==> config.mk <==
export PLATFORM = sky130hd
export DESIGN_NAME = nivel_comida_ctrl_flat
export DESIGN_NICKNAME = d
export VERILOG_FILES = /design/src/rtl/nivel_comida_ctrl_if.sv /design/src/rtl/nivel_comida_ctrl.sv /design/src/flat_wrapper.sv
export SDC_FILE = /design/constraint.sdc
export NUM_CORES = 1
export LEC_CHECK = 0
export CAP_MARGIN = 10
export CORE_UTILIZATION = 45
export DETAILED_ROUTE_END_ITERATION = 16
export GPL_ROUTABILITY_DRIVEN = 0
export HOLD_SLACK_MARGIN = 0.05
export PLACE_DENSITY_LB_ADDON = 0.15
export SETUP_SLACK_MARGIN = 0.02
export SKIP_CTS_REPAIR_TIMING = 1
export SLEW_MARGIN = 20
export SYNTH_ARGS = -nofsm -noshare
export SYNTH_HDL_FRONTEND = slang
export SYNTH_SLANG_ARGS = --single-unit
export TNS_END_PERCENT = 10
==> constraint.sdc <==
create_clock -name clk -period 2.8 [get_ports clk]
set_clock_uncertainty 0.15 [all_clocks]
set_input_delay 0.28 -clock clk [delete_from_list [all_inputs] [get_ports clk]]
set_output_delay 0.28 -clock clk [all_outputs]
set_load 0.05 [all_outputs]
==> src/rtl/nivel_comida_ctrl_if.sv <==
// Bus between the pet state machine and the food-level controller.
// The master is the state machine; the slave is the food-level block.
interface nivel_comida_ctrl_if;
  logic [2:0] Visualizacion;
  logic       Senal_MTest;
  logic [1:0] Nivel_Comida;
  logic [7:0] Seg_Restantes;
  logic       Lleno;
  logic       Tick_1s;

  modport master (
    output Visualizacion, Senal_MTest,
    input  Nivel_Comida, Seg_Restantes, Lleno, Tick_1s
  );

  modport slave (
    input  Visualizacion, Senal_MTest,
    output Nivel_Comida, Seg_Restantes, Lleno, Tick_1s
  );
endinterface

==> src/rtl/nivel_comida_ctrl.sv <==
// Food-level generator: decays while idle, refills while eating, freezes in
// manual test mode. Time base is a 1 s tick derived from a clock prescaler.
module nivel_comida_ctrl #(
  parameter int unsigned TICK_DIV   = 50000000,
  parameter int unsigned DECAY_SECS = 10,
  parameter int unsigned FEED_SECS  = 2
) (
  input logic                clk,
  input logic                reset,
  nivel_comida_ctrl_if.slave bus
);

  localparam int unsigned PW        = $clog2(TICK_DIV);
  localparam logic [PW-1:0] PRE_MAX = PW'(TICK_DIV - 1);
  localparam logic [7:0] DECAY_RLD  = 8'(DECAY_SECS);
  localparam logic [7:0] FEED_MAX   = 8'(FEED_SECS);
  localparam logic [2:0] VIS_COMER  = 3'b011;

  typedef enum logic [1:0] {DECAY, FEED, FROZEN} state_t;

  state_t        state, state_nxt;
  logic          prev_feed;
  logic [PW-1:0] pre, pre_nxt;
  logic [7:0]    feed_cnt;
  logic [7:0]    seg;
  logic [1:0]    nivel;
  logic          tick;
  logic          comer;

  assign comer = (bus.Visualizacion == VIS_COMER);

  // Next state: test mode dominates, then the eating indication.
  always_comb begin
    state_nxt = state;
    if (bus.Senal_MTest) begin
      state_nxt = FROZEN;
    end else begin
      case (state)
        FROZEN:  state_nxt = prev_feed ? FEED : DECAY;
        DECAY:   if (comer) state_nxt = FEED;
        FEED:    if (!comer) state_nxt = DECAY;
        default: state_nxt = DECAY;
      endcase
    end
  end

  // Prescaler only halts once the block is actually frozen.
  always_comb begin
    pre_nxt = pre;
    if (state != FROZEN) pre_nxt = (pre == PRE_MAX) ? '0 : pre + PW'(1);
  end

  always_ff @(posedge clk) begin
    if (reset) begin
      state     <= DECAY;
      prev_feed <= 1'b0;
      pre       <= '0;
      feed_cnt  <= 8'd0;
      seg       <= DECAY_RLD;
      nivel     <= 2'd3;
      tick      <= 1'b0;
    end else begin
      state <= state_nxt;
      pre   <= pre_nxt;
      tick  <= (state_nxt != FROZEN) && (pre_nxt == PRE_MAX);
      if (state != FROZEN && state_nxt == FROZEN) prev_feed <= (state == FEED);

      // A transition swallows any tick landing on the same edge.
      if (state_nxt != state) begin
        if (state == DECAY && state_nxt == FEED) begin
          feed_cnt <= 8'd0;
          seg      <= 8'd0;
        end else if (state == FEED && state_nxt == DECAY) begin
          seg <= (nivel == 2'd0) ? 8'd0 : DECAY_RLD;
        end
      end else if (tick) begin
        case (state)
          DECAY: begin
            if (seg > 8'd1) begin
              seg <= seg - 8'd1;
            end else if (seg == 8'd1) begin
              if (nivel != 2'd0) nivel <= nivel - 2'd1;
              seg <= (nivel <= 2'd1) ? 8'd0 : DECAY_RLD;
            end
          end
          FEED: begin
            if (feed_cnt + 8'd1 >= FEED_MAX) begin
              feed_cnt <= 8'd0;
              if (nivel != 2'd3) nivel <= nivel + 2'd1;
            end else begin
              feed_cnt <= feed_cnt + 8'd1;
            end
          end
          default: ;
        endcase
      end
    end
  end

  assign bus.Nivel_Comida  = nivel;
  assign bus.Seg_Restantes = seg;
  assign bus.Tick_1s       = tick;
  assign bus.Lleno         = (nivel == 2'd3);

endmodule

==> src/flat_wrapper.sv <==
// flat-port wrapper written by rule: the top's interface ports become plain ports
module nivel_comida_ctrl_flat 
#(
  parameter int unsigned TICK_DIV   = 50000000,
  parameter int unsigned DECAY_SECS = 10,
  parameter int unsigned FEED_SECS  = 2
)
  (clk, reset, bus_Visualizacion, bus_Senal_MTest, bus_Nivel_Comida, bus_Seg_Restantes, bus_Lleno, bus_Tick_1s);
  nivel_comida_ctrl_if bus_i ();
  input logic clk;
  input logic reset;
  input wire logic [$bits(bus_i.Visualizacion)-1:0] bus_Visualizacion;
  input wire logic [$bits(bus_i.Senal_MTest)-1:0] bus_Senal_MTest;
  output wire logic [$bits(bus_i.Nivel_Comida)-1:0] bus_Nivel_Comida;
  output wire logic [$bits(bus_i.Seg_Restantes)-1:0] bus_Seg_Restantes;
  output wire logic [$bits(bus_i.Lleno)-1:0] bus_Lleno;
  output wire logic [$bits(bus_i.Tick_1s)-1:0] bus_Tick_1s;
  assign bus_i.Visualizacion = bus_Visualizacion;
  assign bus_i.Senal_MTest = bus_Senal_MTest;
  assign bus_Nivel_Comida = bus_i.Nivel_Comida;
  assign bus_Seg_Restantes = bus_i.Seg_Restantes;
  assign bus_Lleno = bus_i.Lleno;
  assign bus_Tick_1s = bus_i.Tick_1s;
  nivel_comida_ctrl #(.TICK_DIV(TICK_DIV), .DECAY_SECS(DECAY_SECS), .FEED_SECS(FEED_SECS)) u_core (.clk(clk), .reset(reset), .bus(bus_i));
endmodule
# Yosys cells after proc, flatten, opt, wreduce, memory -nomap -nowiden

Cells that the tools add are included.

Register bits after elaboration: 48
Latch bits: 0
RAM bits: 0
ROM bits: 0
Bits of input ports: 6
Output and inout bits: 12
Word-level logic and storage cells: 79
Memories: 0

$add $sub $neg: 5
$mul: 0
Div/mod/pow operators: 0
$lt $le $gt $ge: 3
Eq/ne operators: 20
Shift operators: 0
Mux-type cells: 27
Bitwise gates (word level): 1
Reductions and logical operators: 16

Operator list:

| cell                  | number |
|---|---|
| $mux 8                | 12 |
| $eq 26x26->1 const B  | 2 |
| $mux 26               | 2 |
| $add 26x1->26 const B | 1 |
| $ne 2x2->1 const B    | 9 |
| $mux 2                | 8 |
| $reduce_bool 2->1     | 5 |
| $add 8x1->8 const B   | 1 |
| $eq 8x1->1 const B    | 1 |
| $ge 8x2->1 const B    | 1 |
| $gt 8x1->1 const B    | 1 |
| $mux 4                | 2 |
| $reduce_and 8->1      | 1 |
| $sub 8x1->8 const B   | 1 |
| $eq 2x2->1 const B    | 3 |
| $logic_not 2->1       | 3 |
| $pmux 2 s3            | 1 |
| $eq 2x1->1 const B    | 2 |
| $logic_and 1x1->1     | 4 |
| $pmux 2 s2            | 1 |
| $reduce_and 4->1      | 1 |
| $eq 3x2->1 const B    | 1 |
| $ne 3x3->1 const B    | 1 |
| $reduce_and 3->1      | 1 |
| 7 further kinds       | 7 |

# Depth between registers and ports, before layout

Depth after elaboration: 9
Gate-level depth with buffers: 9
Depth with buffers taken out: 8

# Least setup slack after synthesis

No wires, ideal clock.

Path type: register to register
From: register u_core.pre[0]
To: register u_core.tick, in the netlist u_core.bus.Tick_1s
Setup time: 103 ps
Arrival time: 2375 ps
Required time: 2547 ps
Path slack: 172 ps
Stages on the path, launching flop included: 10
Path buffers: 2
Period minus slack after synthesis: 2628 ps
Path through: dfxtp_1 > ha_1 > buf_4 > inv_2 > or3_1 > buf_2 > or4_4 > nor3_4 > nand3_1 > a2111oi_2

Cells in the longest elaborated chain, start to end: 5
Elaborated cells between the ends (all ways): 6
Classes of those cells: add/sub: 1; eq/ne: 2; mux: 2; reduce/logical: 1

RTL lines:

| element                                       | RTL line                | RTL |
|---|---|---|
| from (decl)                                   | nivel_comida_ctrl.sv:23 | `logic [PW-1:0] pre, pre_nxt;` |
| from (signal assigned)                        | nivel_comida_ctrl.sv:64 | `pre <= pre_nxt;` |
| $add 26x1->26 or $eq 26x26->1 (tied branches) | nivel_comida_ctrl.sv:50 | `if (state != FROZEN) pre_nxt = (pre == PRE_MAX) ? '0 : pre + PW'(1);` |
| $mux 26                                       | nivel_comida_ctrl.sv:50 |  |
| $mux 26 *                                     | nivel_comida_ctrl.sv:50 |  |
| $eq 26x26->1 *                                | nivel_comida_ctrl.sv:65 | `tick <= (state_nxt != FROZEN) && (pre_nxt == PRE_MAX);` |
| $logic_and 1x1->1 *                           | nivel_comida_ctrl.sv:65 |  |
| to (signal assigned)                          | nivel_comida_ctrl.sv:65 |  |
| to (decl)                                     | nivel_comida_ctrl.sv:27 | `logic tick;` |

Mark *: on every way between the ends. The rest lies on a longest branch, timed or not.
A chain may end at the register's enable or synchronous reset.

# Final worst setup path

Ends and elaborated chain as after synthesis.

==> flow_summary.toml <==
[clock_tree]
cts_num_sinks = 48
cts_buffer_depth = 2
numCtsBuffers = 5
cts_max_level = 2
clock_latency_ns = 0.31
clock_tree_from_tritoncts = "yes"
cts.root.buffer_cell = "clkbuf_8"
path_clk_slew_ns = 0.10

[timing]
worstMarginPinSlew_ns = 0.497
timing.final.max_slew_violations = 0
rsz0062_at_grt = "false"
slew_headroom_pct = 66.7
setup_viol = 0
final_hold_viol_count = 0
layout_setup_ws_ns = 0.186
fin_hold_ws_ns = 0.347
final_min_period_over_clock_period_pct = 93.3
fmax_ghz = 0.383
finalSetupTns_ns = 0
finalCriticalPeriod_ns = 2.61

[critical_path]
element_type_at_the_critical_path_end = "register"
required_ns = 2.86
crit_arrival_ns = 2.67
class_of_the_most_critical_setup_path = "reg2reg"
path_max_fanout = 7
cp-start-kind = "register"

[global_route]
met1_usage_pct = 25.6
track_usage_pct = 20.7
grt-busiest-layer = "met2"
grt_overflow = 0
met2_usage_pct = 35.7
first_global_vias = 2241
first_pass_grt_wire_length_um = 10200
grt_util_met3_pct = 3.54
largest_net_degree_at_the_start_of_global_routing = 22
antenna_found_initial = 0

[floorplan]
design.portCount = 18
floorplan.initialDensity_pct = 47.8
design.core.area_um2 = 5640
floorplan.rows = 27
die_footprint_um2 = 6310
die_height_um = 79.4
die_width_um = 79.4

[drt]
avgViaCountPerCell = 5.76
drt-wirelength-per-cell_um = 14.6
route.detailed.drc = 0
first_iter_violations = 95
antenna_violating_nets_post_route = 0
drt_wl_total_um = 6160
vias_post_dr = 2438
detailed_routing_iteration_count_for_the_pre_antenna_repair_pass = 4

[final_layout]
finish.net_count = 364
drive_gt1_share_pct = 8.26
area_growth_pct = 14.1
antenna_cells_inserted = 0

[synth]
synth.avg_cell_area_um2 = 8.17
yosysWarningCount = 0
number_of_synthesized_flops_with_an_enable_pin = 0
synth.yosys.seq_area_share_pct = 35.6
yosys.cell_count.top_type = "dfxtp_1"
synth_cells = 330
yosys.area.top_type = "dfxtp_1"
synthArstFlopShare_pct = 0
synth_area_leaders = "dfxtp_1 (36%), nor2_1 (5.8%), xor2_1 (4.5%)"
post_synthesis_register_bit_count = 48
synth_top_area_share_pct = 35.6
synthesis.area_um2 = 2700
netlist-cell-type-count = 54
ys.flop_type = "dfxtp_1"
commonest_cells_post_synth = "dfxtp_1 (48), nor2_1 (42), nand2_1 (26)"
synth.net_count = 344

[flow_run]
max-cap-violations = 0

[power_and_ir_drop]
share_clk_of_total_power_pct = 40.4
power.net_switching_uw = 319
power.share.switching_pct = 24.4
share_comb_of_total_power_pct = 6.3
power.ir.vdd_worst_uv = 248
powerDensity_nw_per_um2 = 425
internal_power_contribution_uw = 991
leakage_nw = 1.11
seq_power_share_pct = 53.3

[run_status]
status = "finished clean"

[placed_design]
placement.setup.worst_slack_ns = 0.212
io_buffer_count = 17
place_hpwl_um = 4530

[hold_path]
hp-class = "reg2reg"
[power by group through the flow]
stage | logic [mW] | clock network [mW] | registers (mW)
2_1_floorplan | 0.0529 | 0 | 0.716
3_3_place_gp | 0.0816 | 0 | 0.714
3_5_place_dp | 0.0812 | 0 | 0.714
4_1_cts | 0.0822 | 0.538 | 0.698
5_1_grt | 0.0914 | 0.570 | 0.700
6_report | 0.0821 | 0.529 | 0.699
[stage by stage]
| stage | total power [mW] | cells | area (um2) | util [%] |
|---|---|---|---|---|
| after floorplan | 0.769 | 330 | 2700 | - |
| after global placement | 0.795 | 415 | 2960 | 52.5 |
| after CTS | 1.32 | 423 | 3080 | 54.6 |
| after detailed placement | 0.796 | 415 | 2960 | 52.5 |
| after global routing | 1.36 | 423 | 3080 | 54.6 |
| final | 1.31 | 423 | 3080 | 54.6 |
[critical path: stages, from the launching register on]
cell       delay, ns
dfxtp_1         0.46
ha_1            0.22
inv_2           0.06
or3_1           0.40
or4_4           0.57
nor3_4          0.17
nand3_1         0.12
a2111oi_2       0.35
[kinds of logic (layout without fill, tap and decap cells)]
| logic type | after synthesis | in the layout | synth area share (%) |
|---|---|---|---|
| adders and majority gates | 8 | 8 | 3.71 |
| and+or+nand+nor | 164 | 164 | 32.7 |
| DFF | 48 | 48 | 35.6 |
| muxes | 1 | 1 | 0.371 |
| xor gates and xnor gates | 27 | 27 | 8.77 |
| AOI/OAI and AO/OA | 60 | 60 | 15.3 |
| buffers and inverters | 22 | 43 | 3.57 |
[area by class of cell]
class	count	area, um2
fill	532	2560
multi-input combinational	260	1640
sequential	48	961
timing repair buffer	26	238
tap	72	90.1
clock buffer	5	68.8
clock inverter	3	47.5
inverter	9	33.8
[placed cells by master, fill, tap and decap left out, types with 4 or more instances in the layout]
| master | count |
|---|---|
| a21oi_1 | 12 |
| a22oi_1 | 6 |
| and2_1 | 8 |
| and3_1 | 5 |
| buf_4 | 9 |
| clkbuf_8 | 5 |
| clkdlybuf4s50_1 | 17 |
| dfxtp_1 | 48 |
| ha_1 | 8 |
| inv_1 | 8 |
| nand2_1 | 26 |
| nand2b_1 | 5 |
| nand3_1 | 11 |
| nand3b_1 | 4 |
| nand4_1 | 10 |
| nor2_1 | 42 |
| nor2b_1 | 6 |
| nor3_1 | 16 |
| nor4_1 | 5 |
| o21ai_0 | 12 |
| o31a_1 | 4 |
| o31ai_1 | 4 |
| or3_1 | 5 |
| or4_1 | 5 |
| xnor2_1 | 13 |
| xor2_1 | 14 |
[flip-flops by register name (all words and copies together), names as in the netlist]
signal	cells
u_core.bus.Nivel_Comida	2
u_core.bus.Seg_Restantes	8
u_core.bus.Tick_1s	1
u_core.feed_cnt	8
u_core.pre	26
u_core.prev_feed	1
u_core.state	2
[final timing paths]
kind	from	endpoint	slack, ns	cells past startpoint
max reg2reg	u_core.pre[0]$_SDFF_PP0_	u_core.bus.Tick_1s$_SDFF_PP0_	0.19	7
max	u_core.pre[0]$_SDFF_PP0_	u_core.bus.Tick_1s$_SDFF_PP0_	0.19	7
min reg2reg	u_core.feed_cnt[3]$_SDFFE_PP0P_	u_core.feed_cnt[3]$_SDFFE_PP0P_	0.35	1
min	u_core.feed_cnt[3]$_SDFFE_PP0P_	u_core.feed_cnt[3]$_SDFFE_PP0P_	0.35	1
[routing by layer]
layer  part of all wire (%)  wire, um
met5                      0         0
met4                    1.5        95
met3                    4.7       288
met2                     48      2950
met1                     46      2830
(Power assumes the default switching activity.)
